==> src/rtl/pl_scr_pkg.sv <==
// Shared types, frame-geometry constants and payload-length helper for the PL scrambler controller.
// Pilot-block accounting is only used by builds with PLSCR_PILOT_EN defined.
package pl_scr_pkg;

  typedef enum logic [1:0] {IDLE, HEADER, PAYLOAD} state_t;

  localparam int HDR_LEN         = 90;
  localparam int SLOT_LEN        = 90;
  localparam int PILOT_LEN       = 36;
  localparam int SLOTS_PER_PILOT = 16;
  localparam int MAX_CODE_N      = 262142;

  // One pilot block after every 16 slots, only when another slot follows.
  function automatic logic [15:0] payload_len(input logic [8:0] slots, input logic pilots);
    logic [15:0] p;
    p = (pilots && slots != 9'd0) ? 16'((slots - 9'd1) / 9'(SLOTS_PER_PILOT)) : 16'd0;
    return 16'(slots) * 16'(SLOT_LEN) + p * 16'(PILOT_LEN);
  endfunction

endpackage

==> src/rtl/pl_scrambler_ctrl_rotator.sv <==
// QPSK rotation of an I/Q symbol by R quarter-turns; negation saturates so that
// the most negative code maps to the most positive one.
module pl_qpsk_rotator #(
  parameter int W = 16
) (
  input  logic [1:0]   r,
  input  logic [W-1:0] in_i,
  input  logic [W-1:0] in_q,
  output logic [W-1:0] out_i,
  output logic [W-1:0] out_q
);

  function automatic logic [W-1:0] sat_neg(input logic [W-1:0] x);
    return (x == {1'b1, {(W-1){1'b0}}}) ? {1'b0, {(W-1){1'b1}}} : (~x) + W'(1);
  endfunction

  always_comb begin
    out_i = in_i;
    out_q = in_q;
    unique case (r)
      2'd1: begin out_i = sat_neg(in_q); out_q = in_i;          end
      2'd2: begin out_i = sat_neg(in_i); out_q = sat_neg(in_q); end
      2'd3: begin out_i = in_q;          out_q = sat_neg(in_i); end
      default: ;
    endcase
  end

endmodule

==> src/rtl/pl_scrambler_ctrl.sv <==
// PLFRAME scrambling sequencer: seeds the Gold-code generator per frame, passes the header
// and QPSK-rotates payload symbols. Build macro: PLSCR_PILOT_EN (pilot blocks in payload length).
module pl_scrambler_ctrl
  import pl_scr_pkg::*;
#(
  parameter int W = 16
) (
  input  logic         clk,
  input  logic         reset,
  input  logic [17:0]  cfg_code_n,
  input  logic [8:0]   cfg_slots,
  input  logic         cfg_pilots,
  input  logic         s_valid,
  output logic         s_ready,
  input  logic         s_sof,
  input  logic [W-1:0] s_i,
  input  logic [W-1:0] s_q,
  output logic         m_valid,
  input  logic         m_ready,
  output logic         m_sof,
  output logic         m_eof,
  output logic [W-1:0] m_i,
  output logic [W-1:0] m_q,
  output logic         gen_reset,
  output logic         gen_step,
  input  logic [1:0]   gen_r,
  output logic         busy,
  output logic         err_sof
);

  state_t       state_q, state_d;
  logic [17:0]  seed_cnt_q, seed_cnt_d;
  logic [6:0]   hdr_cnt_q, hdr_cnt_d;
  logic [15:0]  len_q, len_d, rem_q, rem_d, len_cfg;
  logic         m_valid_q, m_valid_d, m_sof_q, m_sof_d, m_eof_q, m_eof_d, err_q, err_d;
  logic [W-1:0] m_i_q, m_i_d, m_q_q, m_q_d, rot_i, rot_q;
  logic         seeding, accept, pay_step;

  pl_qpsk_rotator #(.W(W)) u_rot (
    .r(gen_r), .in_i(s_i), .in_q(s_q), .out_i(rot_i), .out_q(rot_q)
  );

`ifdef PLSCR_PILOT_EN
  assign len_cfg = payload_len(cfg_slots, cfg_pilots);
`else
  logic unused_pilots;
  assign unused_pilots = cfg_pilots;
  assign len_cfg = payload_len(cfg_slots, 1'b0);
`endif

  assign seeding = (seed_cnt_q != 18'd0);
  // Payload waits for seeding so every payload R comes from a fully advanced generator.
  assign s_ready = !reset && (!m_valid_q || m_ready) && !(state_q == PAYLOAD && seeding);
  assign accept  = s_valid && s_ready;

  always_comb begin
    state_d    = state_q;
    seed_cnt_d = seeding ? seed_cnt_q - 18'd1 : seed_cnt_q;
    hdr_cnt_d  = hdr_cnt_q;
    len_d      = len_q;
    rem_d      = rem_q;
    m_valid_d  = m_valid_q && !m_ready;
    m_sof_d    = m_sof_q;
    m_eof_d    = m_eof_q;
    m_i_d      = m_i_q;
    m_q_d      = m_q_q;
    err_d      = 1'b0;
    gen_reset  = 1'b0;
    pay_step   = 1'b0;
    if (accept) begin
      if (s_sof) begin
        // A sof always starts a fresh frame; mid-frame it also aborts the old one.
        err_d      = (state_q != IDLE);
        gen_reset  = 1'b1;
        seed_cnt_d = (cfg_code_n > 18'(MAX_CODE_N)) ? 18'(MAX_CODE_N) : cfg_code_n;
        len_d      = len_cfg;
        hdr_cnt_d  = 7'd1;
        state_d    = HEADER;
        m_valid_d  = 1'b1;
        m_sof_d    = 1'b1;
        m_eof_d    = 1'b0;
        m_i_d      = s_i;
        m_q_d      = s_q;
      end else begin
        unique case (state_q)
          IDLE: err_d = 1'b1;
          HEADER: begin
            m_valid_d = 1'b1;
            m_sof_d   = 1'b0;
            m_eof_d   = 1'b0;
            m_i_d     = s_i;
            m_q_d     = s_q;
            hdr_cnt_d = hdr_cnt_q + 7'd1;
            if (hdr_cnt_q == 7'(HDR_LEN - 1)) begin
              if (len_q == 16'd0) begin
                m_eof_d = 1'b1;
                state_d = IDLE;
              end else begin
                rem_d   = len_q;
                state_d = PAYLOAD;
              end
            end
          end
          PAYLOAD: begin
            pay_step  = 1'b1;
            m_valid_d = 1'b1;
            m_sof_d   = 1'b0;
            m_eof_d   = (rem_q == 16'd1);
            m_i_d     = rot_i;
            m_q_d     = rot_q;
            rem_d     = rem_q - 16'd1;
            if (rem_q == 16'd1) state_d = IDLE;
          end
          default: state_d = IDLE;
        endcase
      end
    end
  end

  always_ff @(posedge clk) begin
    if (reset) begin
      state_q    <= IDLE;
      seed_cnt_q <= '0;
      hdr_cnt_q  <= '0;
      len_q      <= '0;
      rem_q      <= '0;
      m_valid_q  <= 1'b0;
      m_sof_q    <= 1'b0;
      m_eof_q    <= 1'b0;
      m_i_q      <= '0;
      m_q_q      <= '0;
      err_q      <= 1'b0;
    end else begin
      state_q    <= state_d;
      seed_cnt_q <= seed_cnt_d;
      hdr_cnt_q  <= hdr_cnt_d;
      len_q      <= len_d;
      rem_q      <= rem_d;
      m_valid_q  <= m_valid_d;
      m_sof_q    <= m_sof_d;
      m_eof_q    <= m_eof_d;
      m_i_q      <= m_i_d;
      m_q_q      <= m_q_d;
      err_q      <= err_d;
    end
  end

  assign gen_step = !reset && !gen_reset && (seeding || pay_step);
  assign busy     = (state_q != IDLE) || seeding;
  assign m_valid  = m_valid_q;
  assign m_sof    = m_sof_q;
  assign m_eof    = m_eof_q;
  assign m_i      = m_i_q;
  assign m_q      = m_q_q;
  assign err_sof  = err_q;

endmodule

==> config.mk <==
export PLATFORM = sky130hd
export DESIGN_NAME = pl_scrambler_ctrl
export DESIGN_NICKNAME = d
export VERILOG_FILES = /design/src/rtl/pl_scr_pkg.sv /design/src/rtl/pl_scrambler_ctrl_rotator.sv /design/src/rtl/pl_scrambler_ctrl.sv
export SDC_FILE = /design/constraint.sdc
export NUM_CORES = 1
export LEC_CHECK = 0
export BUFFER_PORTS_ARGS = -buffer_cell sky130_fd_sc_hd__buf_2
export CORE_UTILIZATION = 33
export CTS_CLUSTER_SIZE = 30
export DETAILED_ROUTE_END_ITERATION = 12
export GPL_ROUTABILITY_DRIVEN = 1
export PLACE_DENSITY = 0.52
export SETUP_SLACK_MARGIN = 0.02
export SYNTH_ARGS = -nofsm -noshare
export SYNTH_HDL_FRONTEND = slang
export SYNTH_SLANG_ARGS = --single-unit
==> constraint.sdc <==
create_clock -name clk -period 4.2 [get_ports clk]
set_clock_uncertainty 0.2 [all_clocks]
set_input_delay 0.63 -clock clk [delete_from_list [all_inputs] [get_ports clk]]
set_output_delay 0.63 -clock clk [all_outputs]
set_load 0.02 [all_outputs]
* Word level (Yosys, flattened, before mapping)
Index checks and enable logic that the tools add are counted.
Word-level totals: logic and storage cells 105, flip-flop bits (word level) 94, bits of input ports 67, output and inout bits 40
Cells by class: muxes and demuxes 38, reductions and logical operators 31, $add $sub $neg 5, bitwise gates (word level) 4, magnitude comparators 1, $mul 1, equality and inequality tests 14
Operators with widths (number):
- two-way mux 16 bit | 6
- case mux 16 bit (2 select lines) | 3
- case mux 16 bit (3 select lines) | 2
- two-way mux 18 bit | 4
- adder 16 x 1 -> 16 bit (second input constant) | 2
- == test 16 bit (second input constant) | 2
- NOT 16 bit | 2
- greater-than comparator 18 bit (second input constant) | 1
- nonzero test 18 bit | 1
- subtractor 18 x 1 -> 18 bit (second input constant) | 1
- == test 16 x 1 -> 1 bit (second input constant) | 1
- logical NOT 16 bit | 1
- subtractor 16 x 1 -> 16 bit (second input constant) | 1
- multiplier 9 x 6 -> 15 bit (second input constant) | 1
- two-way mux 1 bit | 15
- two-way mux 7 bit | 2
- two-way mux 2 bit | 4
- AND reduction 2 bit | 4
- nonzero test 2 bit | 4
- adder 7 x 1 -> 7 bit (second input constant) | 1
- == test 7 bit (second input constant) | 1
- logical AND 1 bit | 7
- == test 2 bit (second input constant) | 3
- inequality test 2 bit (second input constant) | 3
- other kinds (13) | 22

* Longest topological paths before layout
depth after elaboration 9, gate-level depth with buffers 14, gate-level depth less buffers 14

* Modules after synthesis
From an unflattened synthesis, not the netlist that was laid out.
Second synthesis, totals: cells, all modules 1041, area total of the unflattened synthesis 7966.4 um2
Modules (own cells, without submodules):
- pl_scrambler_ctrl | cells each 750, area each 6055.8 um2, times used 1, seq. area each 1881.8 um2
- pl_qpsk_rotator | cells each 291, area each 1910.6 um2, times used 1, seq. area each 0.0 um2

* Least setup slack after synthesis
OpenSTA, ideal clock, no wires.
path type input-to-reg, start input port cfg_slots[2], end register len_q[13], path buffers 0, setup time 0.130 ns, required time 3.870 ns, path slack 0.540 ns, arrival time 3.330 ns, stages 12, cells stage by stage ha_1 fa_1 inv_1 fa_1 inv_1 ha_1 o21a_1 o31a_1 o41ai_1 o21ba_2 xor2_1 o21ai_0
On the way: word-level cells in the longest chain between the ends 1
RTL lines:
- start: declaration | line pl_scrambler_ctrl.sv:11 | input logic [8:0] cfg_slots,
- multiplier 9 x 6 -> 15 bit | line pl_scr_pkg.sv:17 | return 16'(slots) * 16'(SLOT_LEN) + p * 16'(PILOT_LEN);
- end signal: assignment | line pl_scrambler_ctrl.sv:137 | len_q <= len_d;
- end: declaration | line pl_scrambler_ctrl.sv:34 | logic [15:0] len_q, len_d, rem_q, rem_d, len_cfg;
No other way between the ends. A chain may end at the register's enable or synchronous reset.

* Final worst setup path
start register seed_cnt_q[12], end output port gen_step
On the way: word-level cells in the longest chain between the ends 9, elaborated cells between the ends (all ways) 11, classes of those cells mux (2); reduce/logical (9)
RTL lines:
- start: declaration | line pl_scrambler_ctrl.sv:32 | logic [17:0] seed_cnt_q, seed_cnt_d;
- start signal: assignment | line pl_scrambler_ctrl.sv:135 | seed_cnt_q <= seed_cnt_d;
- nonzero test 18 bit (*) | line pl_scrambler_ctrl.sv:51 | assign seeding = (seed_cnt_q != 18'd0);
- logical AND 1 bit | line pl_scrambler_ctrl.sv:53 | assign s_ready = !reset && (!m_valid_q || m_ready) && !(state_q == PAYLOAD && seeding);
- logical NOT 1 bit | line pl_scrambler_ctrl.sv:53
- logical AND 1 bit | line pl_scrambler_ctrl.sv:53
- logical AND 1 bit | line pl_scrambler_ctrl.sv:54 | assign accept = s_valid && s_ready;
- two-way mux 1 bit | line pl_scrambler_ctrl.sv:70 | if (accept) begin
- logical NOT 1 bit | line pl_scrambler_ctrl.sv:148 | assign gen_step = !reset && !gen_reset && (seeding || pay_step);
- logical AND 1 bit | line pl_scrambler_ctrl.sv:148
- logical AND 1 bit (*) | line pl_scrambler_ctrl.sv:148
- end: declaration | line pl_scrambler_ctrl.sv:25 | output logic gen_step,
Mark *: on every way between the ends. The rest lies on a longest branch, timed or not.

==> impl_metrics.sql <==
INSERT INTO impl_metrics (metric_group, metric, value, unit) VALUES
('timing', 'slew_headroom', '0.319', ''),
('floorplan', 'floorplan.core_area', '0.0220', 'mm2'),
('setup_path', 'timing.critical_path.required', '3.37', 'ns'),
('synthesis', 'synth_seq_cells', '94', ''),
('flow_run', 'cap_violations', '0', ''),
('timing', 'tightestPinTransition', '1.02', 'ns'),
('setup_path', 'worstRegToRegCells', '9', ''),
('synthesis', 'yosysTopAreaCellShare', '0.253', ''),
('synthesis', 'postSynthNetCount', '1113', ''),
('synthesis', 'synth.area.top_cells', 'sky130_fd_sc_hd__dfxtp_1 (25%), sky130_fd_sc_hd__ha_1 (6.6%), sky130_fd_sc_hd__a21oi_1 (5.1%)', ''),
('outcome', 'run_status', 'finished with violations', ''),
('final_layout', 'stdcell_count', '1348', ''),
('timing', 'rsz_0062_raised_after_global_routing', 'false', ''),
('synthesis', 'synth_area', '0.00743', 'mm2'),
('synthesis', 'yosys_warnings', '0', ''),
('placed_design', 'post-place-cells', '1332', ''),
('clock_network', 'tritoncts', 'yes', ''),
('floorplan', 'starting_utilization_of_the_core_area', '0.338', ''),
('power', 'clockPowerShare', '0.301', ''),
('final_layout', 'n_antenna_cell', '0', ''),
('global_route', 'grt_use_total', '0.216', ''),
('setup_path', 'worstSetupPathType', 'reg -> out', ''),
('floorplan', 'core.rowCount', '54', ''),
('final_layout', 'fillCellCount', '2286', ''),
('setup_path', 'crit_path_start', 'seed_cnt_q[12]$_SDFF_PP0_', ''),
('route', 'first_iter_violations', '672', ''),
('timing', 'finalHoldWorstSlack', '0.253', 'ns'),
('global_route', 'global_route.overflow_total', '0', ''),
('final_layout', 'commonest_non_fill_non_tap_cell_in_the_layout', 'sky130_fd_sc_hd__buf_2', ''),
('placed_design', 'routabilityCongestion', '0.894', ''),
('setup_path', 'worstReg2RegEnd', 'm_q[13]$_SDFFE_PP0P_', ''),
('setup_path', 'setup.worst_path.end', 'gen_step', ''),
('setup_path', 'timing.critical_path.fanout_max', '24', ''),
('clock_network', 'cts_buffers', '9', ''),
('setup_path', 'timing.reg2reg.setup_slack', '0.91', 'ns'),
('setup_path', 'worstPathCellList', 'nor4_1 > and4b_1 > a31oi_4 > nand2_1 > nor2_1 > buf_2', ''),
('global_route', 'grt_first_pass_wirelength', '40200', 'um'),
('clock_network', 'cts.sink_count', '94', ''),
('timing', 'period_share', '0.895', ''),
('min_path', 'hold_path_class', 'reg -> reg', ''),
('floorplan', 'die_w', '152', 'um'),
('setup_path', 'critical_path.reg2reg.startpoint', 'state_q[0]$_SDFFE_PP0P_', ''),
('power', 'sequentialPowerShare', '0.334', ''),
('placed_design', 'dpl-instance-area', '0.00826', 'mm2'),
('timing', 'fin_setup_tns', '0', 'ns'),
('timing', 'period_needed', '3.76', 'ns'),
('placed_design', 'post-dp-hpwl', '18200', 'um'),
('timing', 'max_clock_freq', '266', 'MHz'),
('clock_network', 'insertion_delay', '0.36', 'ns'),
('power', 'total_leakage_power', '3.33', 'nW'),
('power', 'cellPowerDensity', '385', 'mW/mm2'),
('clock_network', 'clock_path_buffers', '2', ''),
('clock_network', 'total_of_cells_resized_after_clock_tree_synthesis', '0', ''),
('synthesis', 'postSynthAreaPerCell', '7.46', 'um2'),
('setup_path', 'cp-end-kind', 'output pin', ''),
('route', 'drcViolationCount', '12', ''),
('synthesis', 'synth-seq-area-share', '0.253', ''),
('synthesis', 'netlist_instances', '995', ''),
('floorplan', 'top_level_ports', '107', ''),
('timing', 'final_max_slew_viol_count', '0', ''),
('floorplan', 'overall_die_height', '152', 'um'),
('route', 'via_per_inst', '5.81', ''),
('final_layout', 'design_area', '0.00861', 'mm2'),
('outcome', 'failed_checks', 'design-rule violations', ''),
('global_route', 'antenna_found_initial', '1', ''),
('setup_path', 'worst_setup_start_kind', 'flop', ''),
('synthesis', 'synth_edf_count', '0', ''),
('synthesis', 'ys_async_sr_fraction', '0', ''),
('power', 'power_frac_comb', '0.365', ''),
('final_layout', 'layout-drive-gt1-share', '0.166', ''),
('power', 'largest_vdd_supply_drop', '0.180', 'mV');
power by group through the flow:
stage | logic [mW] | clock network [mW] | registers [mW]
2_1_floorplan | 0.859 | 0 | 1.12
3_3_place_gp | 1.20 | 0 | 1.12
3_5_place_dp | 1.20 | 0 | 1.12
4_1_cts | 1.21 | 1.02 | 1.11
5_1_grt | 1.35 | 1.06 | 1.12
6_report | 1.21 | 1.00 | 1.11
worst max-delay path, delay by kind of cell (launching register included):
| kind | cells | cell delay (ns) |
|---|---|---|
| simple gates | 4 | 1.66 |
| compound gates | 1 | 0.39 |
| flops | 1 | 0.34 |
| buf+inv | 1 | 0.17 |
stage by stage:
| stage | setup slack, ns | utilization |
|---|---|---|
| CTS | 0.414 | 0.392 |
| detailed placement | 0.104 | 0.376 |
| global placement | 0.163 | 0.376 |
| global route | 0.225 | 0.392 |
| finish | 0.443 | 0.392 |
| floorplan | 0.540 | - |
Yosys cell counts (all sizes together) (6+ instances only):
master   instances
nand2           67
nand4           14
ha              39
and3            11
a221oi           6
dfxtp           94
inv             65
o32ai           10
or3             10
o221ai           6
o2111ai          6
clkbuf          68
a2111oi          8
nor3            43
o21ai           60
nor2            86
nor2b           12
o22ai           13
or4             14
xor2             6
fa              12
mux2i           10
mux2             6
nor4            30
nand3           37
nand2b          10
buf              9
o211ai          14
a211oi          12
a31oi           18
xnor2           23
o31ai           16
a21oi           75
worst min path at each step:
stage / startpoint / end / slack, ns / cells after the start
global route: m_i[0]$_SDFFE_PP0P_ / m_i[0]$_SDFFE_PP0P_ / 0.27 / 2
CTS: m_i[0]$_SDFFE_PP0P_ / m_i[0]$_SDFFE_PP0P_ / 0.26 / 2
floorplan: rem_q[9]$_SDFFE_PP0P_ / rem_q[9]$_SDFFE_PP0P_ / 0.23 / 2
finish: m_eof$_SDFFE_PP0P_ / m_eof$_SDFFE_PP0P_ / 0.25 / 2
global placement: m_i[0]$_SDFFE_PP0P_ / m_i[0]$_SDFFE_PP0P_ / 0.24 / 2
detailed placement: m_i[9]$_SDFFE_PP0P_ / m_i[9]$_SDFFE_PP0P_ / 0.25 / 2
registers in the layout (all words and copies together), names as in the netlist:
| name | cells |
|---|---|
| err_sof | 1 |
| hdr_cnt_q | 7 |
| len_q | 15 |
| m_eof | 1 |
| m_i | 16 |
| m_q | 16 |
| m_sof | 1 |
| m_valid | 1 |
| rem_q | 16 |
| seed_cnt_q | 18 |
| state_q | 2 |
logic make-up (layout without fill, tap and decap cells):
logic type,after synthesis,in the layout,synth area share
xor gates and xnor gates,29,29,0.0342
adders and majority gates,51,51,0.0981
DFF,94,94,0.253
buffers and inverters,143,216,0.0728
muxes,16,16,0.0226
and+or+nand+nor,359,359,0.249
AOI/OAI and AO/OA,303,303,0.270
per-layer routing:
| layer | global-route usage | part of all wire | vias to the layer above |
|---|---|---|---|
| met1 | 0.304 | 0.48 | 3640 |
| met3 | 0.0405 | 0.070 | 31 |
| li1 | - | - | 3843 |
| met4 | 0.0607 | 0.016 | 2 |
| met5 | 0 | 0.00036 | - |
| met2 | 0.334 | 0.43 | 314 |
layout make-up:
class                   count  area share
multi-input cells         758       0.585
flip-flops and latches     94       0.218
repair buffers            134      0.0863
well taps                 280      0.0407
inverters                  66      0.0288
clock buffers              10      0.0277
clock inverters             6      0.0134
Power figures use the tool's default switching activity.
